File: src/rtl/seg7_scan.sv
// seg7_scan: time-multiplexed seven-segment display driver.
//
// Steps one digit per rising edge of a slow scan-rate level (scan_clk), which
// is synchronized into the CLK domain. Each frame displays a coherent snapshot
// of value/dp_mask/blank_zero taken when the digit index wraps to 0. Anodes
// are held off for GHOST cycles after each digit change to avoid ghosting.
//
// Ports:
//   CLK        system clock
//   RST        asynchronous active-high reset
//   scan_clk   scan-rate level, sampled as data in the CLK domain
//   value      4*DIGITS hex value; nibble i drives digit i (digit 0 rightmost)
//   dp_mask    per-digit decimal point enable
//   blank_zero 1 = suppress leading zero digits
//   an         digit anode enables, one-hot in active sense or all off
//   seg        segments {g,f,e,d,c,b,a}
//   dp         decimal point
module seg7_scan #(
    parameter int DIGITS     = 8,
    parameter bit ACTIVE_LOW = 1'b1,
    parameter int GHOST      = 4
) (
    input  logic                  CLK,
    input  logic                  RST,
    input  logic                  scan_clk,
    input  logic [4*DIGITS-1:0]   value,
    input  logic [DIGITS-1:0]     dp_mask,
    input  logic                  blank_zero,
    output logic [DIGITS-1:0]     an,
    output logic [6:0]            seg,
    output logic                  dp
);

    localparam int IW = (DIGITS > 1) ? $clog2(DIGITS) : 1;
    localparam int GW = (GHOST > 0) ? $clog2(GHOST + 1) : 1;

    localparam logic [IW-1:0]     LAST    = IW'(DIGITS - 1);
    localparam logic [GW-1:0]     GLOAD   = GW'(GHOST);
    // "Off" levels in the output's active sense; XOR with these converts
    // an active-high pattern into the driven polarity.
    localparam logic [DIGITS-1:0] AN_OFF  = {DIGITS{ACTIVE_LOW}};
    localparam logic [6:0]        SEG_OFF = {7{ACTIVE_LOW}};

    logic                s1, s2, s3;
    logic [IW-1:0]       idx;
    logic [4*DIGITS-1:0] snap_val;
    logic [DIGITS-1:0]   snap_dp;
    logic                snap_bz;
    logic [GW-1:0]       ghost;

    logic                tick;
    logic                wrap;
    logic [IW-1:0]       idx_new;
    logic [4*DIGITS-1:0] src_val;
    logic [DIGITS-1:0]   src_dp;
    logic                src_bz;
    logic [3:0]          nib;
    logic                new_blank;
    logic                cur_blank;

    // Active-high hex font, {g,f,e,d,c,b,a}.
    function automatic logic [6:0] font(input logic [3:0] n);
        case (n)
            4'h0: return 7'h3F;
            4'h1: return 7'h06;
            4'h2: return 7'h5B;
            4'h3: return 7'h4F;
            4'h4: return 7'h66;
            4'h5: return 7'h6D;
            4'h6: return 7'h7D;
            4'h7: return 7'h07;
            4'h8: return 7'h7F;
            4'h9: return 7'h6F;
            4'hA: return 7'h77;
            4'hB: return 7'h7C;
            4'hC: return 7'h39;
            4'hD: return 7'h5E;
            4'hE: return 7'h79;
            default: return 7'h71;
        endcase
    endfunction

    // Digit d is blank when suppression is on, d is not the rightmost digit,
    // and every nibble from d upward is zero.
    function automatic logic is_blank(input logic [4*DIGITS-1:0] v,
                                      input logic                bz,
                                      input logic [IW-1:0]       d);
        logic upper_nz;
        upper_nz = 1'b0;
        for (int unsigned k = 0; k < DIGITS; k++) begin
            if (k >= 32'(d) && v[4*k +: 4] != 4'h0) upper_nz = 1'b1;
        end
        return bz && (d != '0) && !upper_nz;
    endfunction

    function automatic logic [DIGITS-1:0] sel(input logic [IW-1:0] d);
        return DIGITS'(1) << d;
    endfunction

    always_comb begin
        tick    = s2 & ~s3;
        wrap    = tick && (idx == LAST);
        idx_new = (idx == LAST) ? '0 : idx + IW'(1);
        // On a wrap the snapshot loads on this same edge, so digit 0 must
        // already decode from the incoming inputs rather than the old snapshot.
        src_val = wrap ? value      : snap_val;
        src_dp  = wrap ? dp_mask    : snap_dp;
        src_bz  = wrap ? blank_zero : snap_bz;
        nib       = src_val[4*int'(idx_new) +: 4];
        new_blank = is_blank(src_val, src_bz, idx_new);
        cur_blank = is_blank(snap_val, snap_bz, idx);
    end

    always_ff @(posedge CLK or posedge RST) begin
        if (RST) begin
            s1       <= 1'b0;
            s2       <= 1'b0;
            s3       <= 1'b0;
            idx      <= '0;
            snap_val <= '0;
            snap_dp  <= '0;
            snap_bz  <= 1'b0;
            ghost    <= '0;
            an       <= AN_OFF;
            seg      <= SEG_OFF;
            dp       <= ACTIVE_LOW;
        end else begin
            s1 <= scan_clk;
            s2 <= s1;
            s3 <= s2;
            if (tick) begin
                idx <= idx_new;
                if (wrap) begin
                    snap_val <= value;
                    snap_dp  <= dp_mask;
                    snap_bz  <= blank_zero;
                end
                seg   <= font(nib) ^ SEG_OFF;
                dp    <= src_dp[idx_new] ^ ACTIVE_LOW;
                ghost <= GLOAD;
                if (GHOST == 0 && !new_blank) an <= AN_OFF ^ sel(idx_new);
                else                          an <= AN_OFF;
            end else if (ghost != '0) begin
                ghost <= ghost - GW'(1);
                if (ghost == GW'(1)) an <= cur_blank ? AN_OFF : (AN_OFF ^ sel(idx));
            end
        end
    end

endmodule

File: config.mk
export PLATFORM = sky130hd
export DESIGN_NAME = seg7_scan
export DESIGN_NICKNAME = d
export VERILOG_FILES = /design/src/rtl/seg7_scan.sv
export SDC_FILE = /design/constraint.sdc
export NUM_CORES = 1
export LEC_CHECK = 0
export CAP_MARGIN = 20
export CORE_ASPECT_RATIO = 1.2
export CORE_MARGIN = 2
export CORE_UTILIZATION = 60
export DETAILED_ROUTE_END_ITERATION = 10
export DONT_BUFFER_PORTS = 1
export PLACE_DENSITY = 0.81
export RECOVER_POWER = 50
export SYNTH_ARGS = -nofsm -noshare
export SYNTH_HDL_FRONTEND = slang
export SYNTH_SLANG_ARGS = --single-unit
File: constraint.sdc
create_clock -name CLK -period 6.1 [get_ports CLK]
set_input_delay 1.22 -clock CLK [delete_from_list [all_inputs] [get_ports CLK]]
set_output_delay 1.22 -clock CLK [all_outputs]
set_load 0.05 [all_outputs]
# ---- After elaboration in Yosys (flattened, before gate mapping)
# Memories as Yosys holds them, arrays and structs flattened.
# Index checks and enable logic that the tools add are counted.
dict set report totals {
  register_bits 66
  latch_bits 0
  mem_bits_rw 0
  mem_bits_ro 112
  inputBits 44
  output_inout_bits 16
  n_memories 1
}
# name words word_bits rd rd_ports_with_merged_regs wr line
set mem_list {}
lappend mem_list {{(name not given)} 16 7 1 0 0 63} ;# case (n)
dict set report classes {
  addsub 2
  n_mul 0
  div_mod_pow 0
  magnitude_cmp 8
  n_eq_ne 2
  shifts 2
  n_mux 20
  n_bitwise 5
  reduce_logical 25
}
# operator count
set ops {}
lappend ops {{8-bit 2-to-1 mux} 5}
lappend ops {{32-bit 2-to-1 mux} 1}
lappend ops {{4-bit nonzero test} 8}
lappend ops {{32-bit by 6-bit variable part select with 4-bit output} 1}
lappend ops {{1-bit logical AND} 10}
lappend ops {{3-bit >= comparator (first input constant)} 3}
lappend ops {{1-bit 2-to-1 mux} 9}
lappend ops {{3-bit 2-to-1 mux} 3}
lappend ops {{8-bit NOT} 1}
lappend ops {{1-bit by 3-bit << shifter with 8-bit output (first input constant)} 1}
lappend ops {{7-bit 2-to-1 mux} 1}
lappend ops {{7-bit NOT} 1}
lappend ops {{1-bit by 3-bit >= comparator with 1-bit output (first input constant)} 2}
lappend ops {{2-bit by 3-bit >= comparator with 1-bit output (first input constant)} 2}
lappend ops {{3-bit nonzero test} 2}
lappend ops {{3-bit by 4-bit < comparator with 1-bit output (second input constant)} 1}
lappend ops {{2-bit AND reduction} 2}
lappend ops {{2-bit nonzero test} 2}
lappend ops {{3-bit by 1-bit adder with 3-bit output (second input constant)} 1}
lappend ops {{1-bit binary-select mux with 3-bit select} 1}
lappend ops {{3-bit by 1-bit == test with 1-bit output (second input constant)} 1}
lappend ops {{3-bit == test (second input constant)} 1}
lappend ops {{3-bit by 1-bit subtractor with 3-bit output (second input constant)} 1}
lappend ops {{1-bit NOT} 2}
lappend ops {{other kinds (2)} 2}

# ---- Logic depth before layout (Yosys ltp)
# Gate-level depths: netlist of the first run.
dict set report depth {
  ltp_word 16
  ltp_mapped 13
  mapped_depth_nobuf 11
}

# ---- Least setup slack after synthesis of the first run
# No wires, ideal clock.
dict set report synth_timing {
  path_type {flip-flop to flip-flop}
  start {register idx[0]}
  end {register seg[4]}
  arrival_ns 2.705
  t_required_ns 6.017
  setup_slack_ns 3.311
  stages_incl_launch_ff 13
  n_path_buf 2
  period_less_slack_ns 2.789
  cell_sequence {dfrtp_1 -> ha_1 -> ha_1 -> buf_6 -> and3b_1 -> buf_6 -> mux2_4 -> o21bai_1 -> a32o_1 -> inv_1 -> ha_1 -> and3_1 -> o32a_1}
}
dict set report synth_via {
  elab_chain_len 7
}
# item line
set synth_lines {}
lappend synth_lines {{start: declaration} 45} ;# logic [IW-1:0] idx;
lappend synth_lines {{start signal: assignment} 132} ;# idx <= idx_new;
lappend synth_lines {{branches (longest 3 deep; another with 3-bit by 1-bit adder with 3-bit output)} -}
lappend synth_lines {{32-bit by 6-bit variable part select with 4-bit output *} 109} ;# nib = src_val[4*int'(idx_new) +: 4];
lappend synth_lines {{memory 16 x 7 bit *} -}
lappend synth_lines {{7-bit 2-to-1 mux *} 131} ;# if (tick) begin
lappend synth_lines {{7-bit NOT (no source line) *} -}
lappend synth_lines {{end signal: assignment} 138} ;# seg <= font(nib) ^ SEG_OFF;
lappend synth_lines {{end: declaration} 30} ;# output logic [6:0] seg,
# Mark *: on every way between the ends. The select of a mux whose other input is x is not followed.
# A chain may end at the register's enable or synchronous reset.

==> summary.txt, run 1 <==
Floorplan
  • Die area: between 6000 and 7000 um2
  • Row count: 30
  • IO Pins: 60
  • Die X: between 70 and 80 um
  • Initial Util: around 63%
  • Core ar.: about 5700 um2
  • Die H: 88.7 um

Worst setup path
  • CP Launch Type: input port
  • Crit. End Element: asynchronous set/reset pin
  • CP top delay family: buffers and inverters
  • R2R Path Start: idx[0]
  • CP cell instances: inv_1, clkbuf_1
  • Worst stage delay on the critical path: approximately 2.3 ns
  • CP startpoint: RST
  • Crit path buffers/inverters: 2
  • Crit-path max FO: 66
  • Critical path class: in2async
  • Critical Path RT: 5.81 ns
  • Critical Path AT: 3.61 ns
  • Critical-path top delay cell: clkbuf_1

Clock tree
  • Post-CTS Setup Repair Bufs: 0
  • CTS tree: done
  • Clk buf depth: 2
  • H-tree levels: 3
  • Num CTS Buffers: 9
  • Post-cts gate resize count: 0
  • Worst skew pair latency: between 0.3 and 0.4 ns
  • Worst-path clk slew: about 0.07 ns
  • Cts hold-fix bufs: 0
  • CTS root buf: clkbuf_8
  • Clock sinks: 66

Timing
  • Minimum clock period: roughly 4 ns
  • Final Hold Vio Count: 0
  • Worst hold slack: roughly 0.37 ns
  • Clk_skew: around 0.0076 ns
  • Setup TNS: 0 ns
  • Worst relative slew slack: -121%
  • Final setup vio count: 0
  • Max Fclk: approximately 0.26 GHz
  • RSZ-0062 raised after global routing: false
  • Final Slew Violations: 67
  • Tcrit/Tclk final: a little under two thirds
  • Tightest Pin Transition: approximately 3.3 ns

Hold path
  • Min-delay src: s1
  • Worst Hold Class: reg2reg

GRT
  • GRT Util Overall: 26.3%
  • Number of global-route vias before repair: roughly 2600
  • Pin count of the biggest net entering global routing: 67
  • Total grt overflow: 0
  • First-pass GRT wire length: between 10 and 15 mm
  • Initial antenna violation count: 0

Yosys
  • Gate Count Post-Synth: 322
  • Synth warn: 0
  • Seq/Total Area, Yosys: around 47%
  • Synthesis-stage register bit count: between 60 and 70
  • Post-synthesis cell type count: 58
  • Syn_area_per_cell: around 11 um2
  • Top area cells in the synthesized netlist: dfrtp_1 (35%), mux2_2 (12%), dfstp_2 (12%), ha_1 (5.2%), mux2i_1 (3.1%)
  • Syn_nets: about 380
  • Ys async rst share: 100%
  • Synth Cell Area: between 3000 and 4000 um2
  • Top FF cell, synth: dfrtp_1
  • EDFF count, synth: 0
  • Area share of the largest cell type after synthesis: a little over a third
  • Synth area leader: dfrtp_1

Routing
  • DR vias/cell: roughly 6.2
  • Via count: 2517
  • Final ANT Viol Nets: 0
  • Post-route DRC: 0
  • Initial DRC Count: around 190
  • Post-detailed-routing wire length: approximately 7.7 mm
  • Post-DR wirelength/cell: roughly 19 um
  • DR pass1 iterations: 5

Cells and area
  • Layout area overhead: 6.56%
  • Layout Nets: ~380
  • Layout cells sized above 1: approximately 27%
  • Ant diodes: 0
  • Post-Layout Inst Area: 3820 um2

Placement
  • Gp weighted congestion: between 0.9 and 1
  • Placed cell areas: 3620 um2
  • Buffers on Ports: 0
  • HPWL after detailed placement: between 5 and 6 mm

Outcome
  • Failing checks: capacitance limit, slew limit
  • Outcome: finished, violations left

Pwr
  • Lkg Pwr: 1.70 nW
  • Peak supply drop: 0.292 mV
  • Pwr dens: about 600 nW/um2

Flow run
  • MaxCap Viol Count: 1
## worst paths after layout
path                                to  slack [ns]  depth (start not counted)
min                                 s2        0.37                          0
max in group CLK                seg[4]        2.23                         10
min in group asynchronous      snap_bz        2.04                          2
max                        snap_val[3]        2.20                          2
max reg2reg                     seg[4]        2.23                         10
min reg2reg                         s2        0.37                          0
## routing by layer
| layer | GRT usage (%) | wire length [um] | vias to the layer above |
|---|---|---|---|
| met1 | 33.4 | 3160 | 1223 |
| met3 | 6.61 | 493 | 19 |
| met4 | 11.7 | 137 | 0 |
| met2 | 42.6 | 3860 | 94 |
| li1 | - | - | 1181 |
| met5 | 0 | 0 | - |
## cells in the final DEF, fill, tap and decap left out, drive strengths merged, types with 5 or more instances in the layout
| master | instances |
|---|---|
| a21oi | 17 |
| and3 | 8 |
| clkbuf | 14 |
| dfrtp | 50 |
| dfstp | 16 |
| ha | 15 |
| inv | 14 |
| mux2 | 39 |
| mux2i | 11 |
| nand2 | 18 |
| nor2 | 20 |
| nor3 | 5 |
| nor4 | 7 |
| o21ai | 20 |
| o22ai | 7 |
## worst register-to-register path: stages, from the launching register on
cell	delay (ns)
dfrtp_1	0.69
ha_1	0.40
ha_1	0.38
and3b_1	0.30
buf_4	0.24
o311ai_0	0.53
a32o_1	0.42
inv_1	0.14
ha_1	0.27
and3_1	0.16
o32a_1	0.28
## sequential cells by signal, indices dropped and copies added, names as in the netlist
signal,cells
snap_val,32
seg,7
ghost,3
idx,3
s3,1
snap_dp,8
snap_bz,1
an,8
dp,1
s2,1
s1,1
## power by group
group	internal [W]	switching, W
clock network	0.000210	0.000160
logic	0.000429	0.000572
registers	0.000625	0.000253
## synth_stat cells (all sizes together), types with 8 or more instances
| cell type | number |
|---|---|
| dfrtp | 50 |
| mux2 | 39 |
| nor2 | 20 |
| o21ai | 20 |
| nand2 | 18 |
| a21oi | 17 |
| dfstp | 16 |
| ha | 15 |
| inv | 14 |
| mux2i | 11 |
| and3 | 8 |
| buf | 8 |
## cell families after synthesis
logic type / Yosys count / share of synthesized area (%)
adder cells (fa/ha/maj): 15 / 5.24
AND/OR/NAND/NOR: 81 / 11.9
XOR/XNOR: 2 / 0.489
buffers and inverters: 29 / 3.98
flip-flops: 66 / 46.6
multiplexers: 51 / 16.1
AO/OA/AOI/OAI: 78 / 15.7
## through the flow
stage / std cells / util (%) / power, W / worst slack, ns
2_1_floorplan: 322 / - / 0.00164 / 3.25
3_3_place_gp: 391 / 63.5 / 0.00184 / 2.41
3_5_place_dp: 391 / 63.5 / 0.00187 / 2.27
6_report: 407 / 67.0 / 0.00225 / 2.20
5_1_grt: 407 / 67.0 / 0.00241 / 1.28
4_1_cts: 407 / 67.0 / 0.00225 / 2.27
## final cells by class
class | count | area (um2)
Fill cell | 449 | 1890
Tap cell | 80 | 100
Clock buffer | 13 | 159
Clock inverter | 3 | 40.0
Inverter | 14 | 52.6
Multi-Input combinational cell | 227 | 1770
Timing Repair Buffer | 4 | 26.3
Sequential cell | 66 | 1670
(Power assumes the default switching activity.)
==> inputs of run 2 (changes only) <==
--- a/config.mk
+++ b/config.mk
@@ -8,10 +8,10 @@
 export CAP_MARGIN = 20
 export CORE_ASPECT_RATIO = 1.2
 export CORE_MARGIN = 2
-export CORE_UTILIZATION = 60
+export CORE_UTILIZATION = 57
 export DETAILED_ROUTE_END_ITERATION = 10
 export DONT_BUFFER_PORTS = 1
-export PLACE_DENSITY = 0.81
+export PLACE_DENSITY = 0.8
 export RECOVER_POWER = 50
 export SYNTH_ARGS = -nofsm -noshare
 export SYNTH_HDL_FRONTEND = slang
==> constraint.sdc (replaced) <==
create_clock -name CLK -period 3.1 [get_ports CLK]
set_input_delay 0.62 -clock CLK [delete_from_list [all_inputs] [get_ports CLK]]
set_output_delay 0.62 -clock CLK [all_outputs]
set_load 0.05 [all_outputs]
==> summary.txt, run 2 (synthesis gave the netlist of run 1 again) <==
Pwr
  • Cell Int Power: 0.00254 W (+100%)
  • Clock network power share: 15.9% (-0.5 points)
  • Sequential power share: 37.6% (-1.4 points)
  • Power consumption: 0.00452 W (+100%)
  • Combinational fraction of design power: 46.5% (+2.0 points)
  • Pwr dens: 1160 nW/um2 (+96%)
  • Peak supply drop: 0.525 mV (+80%)
  • Sw frac: 43.9% (+0.092 points)
  • Switching power: 0.00199 W (+100%)
  • Lkg Pwr: 1.75 nW (+2.9%)

Routing
  • DR vias/cell: 6.23 (+0.69%)
  • Initial DRC Count: 190 (+2.7%)
  • Final ANT Viol Nets: 0 (unchanged)
  • Via count: 2634 (+4.6%)
  • Post-detailed-routing wire length: 8.03 mm (+5.0%)
  • Post-route DRC: 0 (unchanged)
  • DR pass1 iterations: 5 (unchanged)
  • Post-DR wirelength/cell: 19.0 um (+1.0%)

Timing
  • Minimum clock period: 2.87 ns
  • RSZ-0062 raised after global routing: false
  • Final setup vio count: 0 (unchanged)
  • Setup TNS: 0 ns (unchanged)
  • Max Fclk: 0.348 GHz
  • Final Hold Vio Count: 0 (unchanged)
  • Tcrit/Tclk final: 92.6%
  • Worst relative slew slack: -53.5% (+67 points)
  • Final Slew Violations: 46 (-31%)
  • Clk_skew: 0.0119 ns (+0.00430 ns)
  • Tightest Pin Transition: 2.30 ns (-1.01 ns)

Clock tree
  • Cts hold-fix bufs: 0 (unchanged)
  • CTS root buf: clkbuf_8
  • Worst-path clk slew: 0.08 ns (about the same)
  • Post-cts gate resize count: 0 (unchanged)
  • Num CTS Buffers: 9 (unchanged)
  • CTS tree: done
  • Post-CTS Setup Repair Bufs: 0 (unchanged)
  • H-tree levels: 3 (unchanged)
  • Worst skew pair latency: 0.35 ns (about the same)
  • Clock sinks: 66 (unchanged)
  • Clk buf depth: 2 (unchanged)

Placement
  • Gp weighted congestion: 0.913 (+0.35%)
  • HPWL after detailed placement: 5.93 mm (+7.4%)
  • Placed cell areas: 3700 um2 (+2.1%)
  • Buffers on Ports: 0 (unchanged)
  • DP Cell Count: 403 (+3.1%)

Cells and area
  • Post-route insts no fill: 423 (+3.9%)
  • Layout cells sized above 1: 29.1% (+2.2 points)
  • Fillcell total: 491 (+9.4%)
  • Layout area overhead: 9.14%
  • Leading cell type in the layout, fill and taps excluded: dfrtp_1
  • Reg with most FFs: snap_val
  • Commonest non-fill, non-tap cells in the layout: dfrtp_1 (50), mux2_2 (38), o21ai_0 (19), nor2_1 (19)
  • Layout Nets: 394 (+3.4%)
  • Max reg flops: 32 (unchanged)
  • Post-Layout Inst Area: 3910 um2 (+2.4%)
  • Regs by FF count: snap_val x32, an x8, snap_dp x8
  • Layout Utilization: 64.7% (-2.3 points)

Floorplan
  • Die area: 6940 um2 (+5.0%)
  • Initial Util: 59.2% (-3.6 points)
  • Row count: 31 (+3.3%)
  • Die H: 90.9 um (+2.5%)
  • IO Pins: 60 (unchanged)
  • Die X: 76.4 um (+2.5%)
  • Core ar.: 6050 um2 (+6.1%)

Worst setup path
  • Worst stage delay on the critical path: 0.44 ns (-1.89 ns)
  • CP Launch Type: register
  • CP cell instances: ha_1, ha_1, and3b_1, buf_4, nor3_1, o22ai_1, a21oi_1, buf_4, ha_1, o21ai_0, o211ai_2
  • Critical Path RT: 3.37 ns (-2.44 ns)
  • Critical Path AT: 3.14 ns (-0.47 ns)
  • Most used cell, CP: ha_1
  • Critical-path top delay cell: dfrtp_1
  • Crit. End Element: register
  • Critical path class: reg2reg
  • Worst Reg-to-Reg Cells: 11 (+1)
  • Crit-path max FO: 7 (-89%)

Outcome
  • Failing checks: capacitance limit, slew limit
  • Outcome: finished, violations left

Hold path
  • Worst Hold Class: in2async

GRT
  • GRT Util Overall: 24.6% (-1.8 points)
  • Number of global-route vias before repair: 2631 (+2.5%)
  • Total grt overflow: 0 (unchanged)
  • Pin count of the biggest net entering global routing: 49 (-27%)
  • Initial antenna violation count: 1 (+1)
  • First-pass GRT wire length: 13.3 mm (+2.5%)

Flow run
  • MaxCap Viol Count: 1 (unchanged)
==> run 2: cell count changes in the layout (fill, tap and decap cells not counted) <==
cell,delta
buf_4,+11
clkbuf_1,+2
clkbuf_8,-1
clkinv_2,-1
clkinv_4,+1
clkinvlp_4,+1
diode_2,+1
==> run 2: final timing paths <==
kind,slack [ns],startpoint,end
worst min register to register,0.36,s1,s2
max in group asynchronous,0.68,RST,ghost[2]
worst max register to register,0.23,idx[1],seg[1]
worst min-delay path,0.02,RST,snap_bz
min in group CLK,0.30,scan_clk,s1
worst max-delay path,0.23,idx[1],seg[1]
==> run 2: layer usage <==
metal	track usage (%)	vias up	share of wire, %
li1	-	1198	-
met1	31.4	1282	40
met2	37.2	116	48
met3	5.40	38	6.5
met4	16.8	0	5.2
met5	0	-	0
==> run 2: cell type report <==
type / instances / area [um2] / area share, %
Antenna cell: 1 / 2.50 / 0.0640
Multi-Input combinational cell: 227 / 1770 / 45.3
Inverter: 14 / 52.6 / 1.34
Sequential cell: 66 / 1670 / 42.7
Tap cell: 82 / 103 / 2.62
Timing Repair Buffer: 17 / 116 / 2.97
Clock buffer: 12 / 145 / 3.71
Clock inverter: 4 / 51.3 / 1.31
==> run 2: power by group through the flow <==
stage	Sequential (W)	Clock (W)	Combinational (W)
after floorplan	0.00162	0	0.00161
after global placement	0.00170	0	0.00199
after detailed placement	0.00172	0	0.00206
after CTS	0.00170	0.000735	0.00208
after global routing	0.00174	0.000775	0.00230
final	0.00170	0.000720	0.00210
==> run 2: through the flow <==
step,worst slack (ns),hold WS (ns)
floorplan,0.311,0.331
detailed placement,0.288,0.346
global route,0.0542,0.0136
global placement,0.342,0.336
finish,0.229,0.0195
CTS,0.255,0.281
==> run 2: worst max-delay path, delay by kind of cell (launching register included) <==
family | cells | cell delay (ns)
DFF | 1 | 0.44
and+or+nand+nor | 2 | 0.55
AOI/OAI and AO/OA | 4 | 0.73
adders and majority gates | 3 | 0.68
buffers and inverters | 2 | 0.39
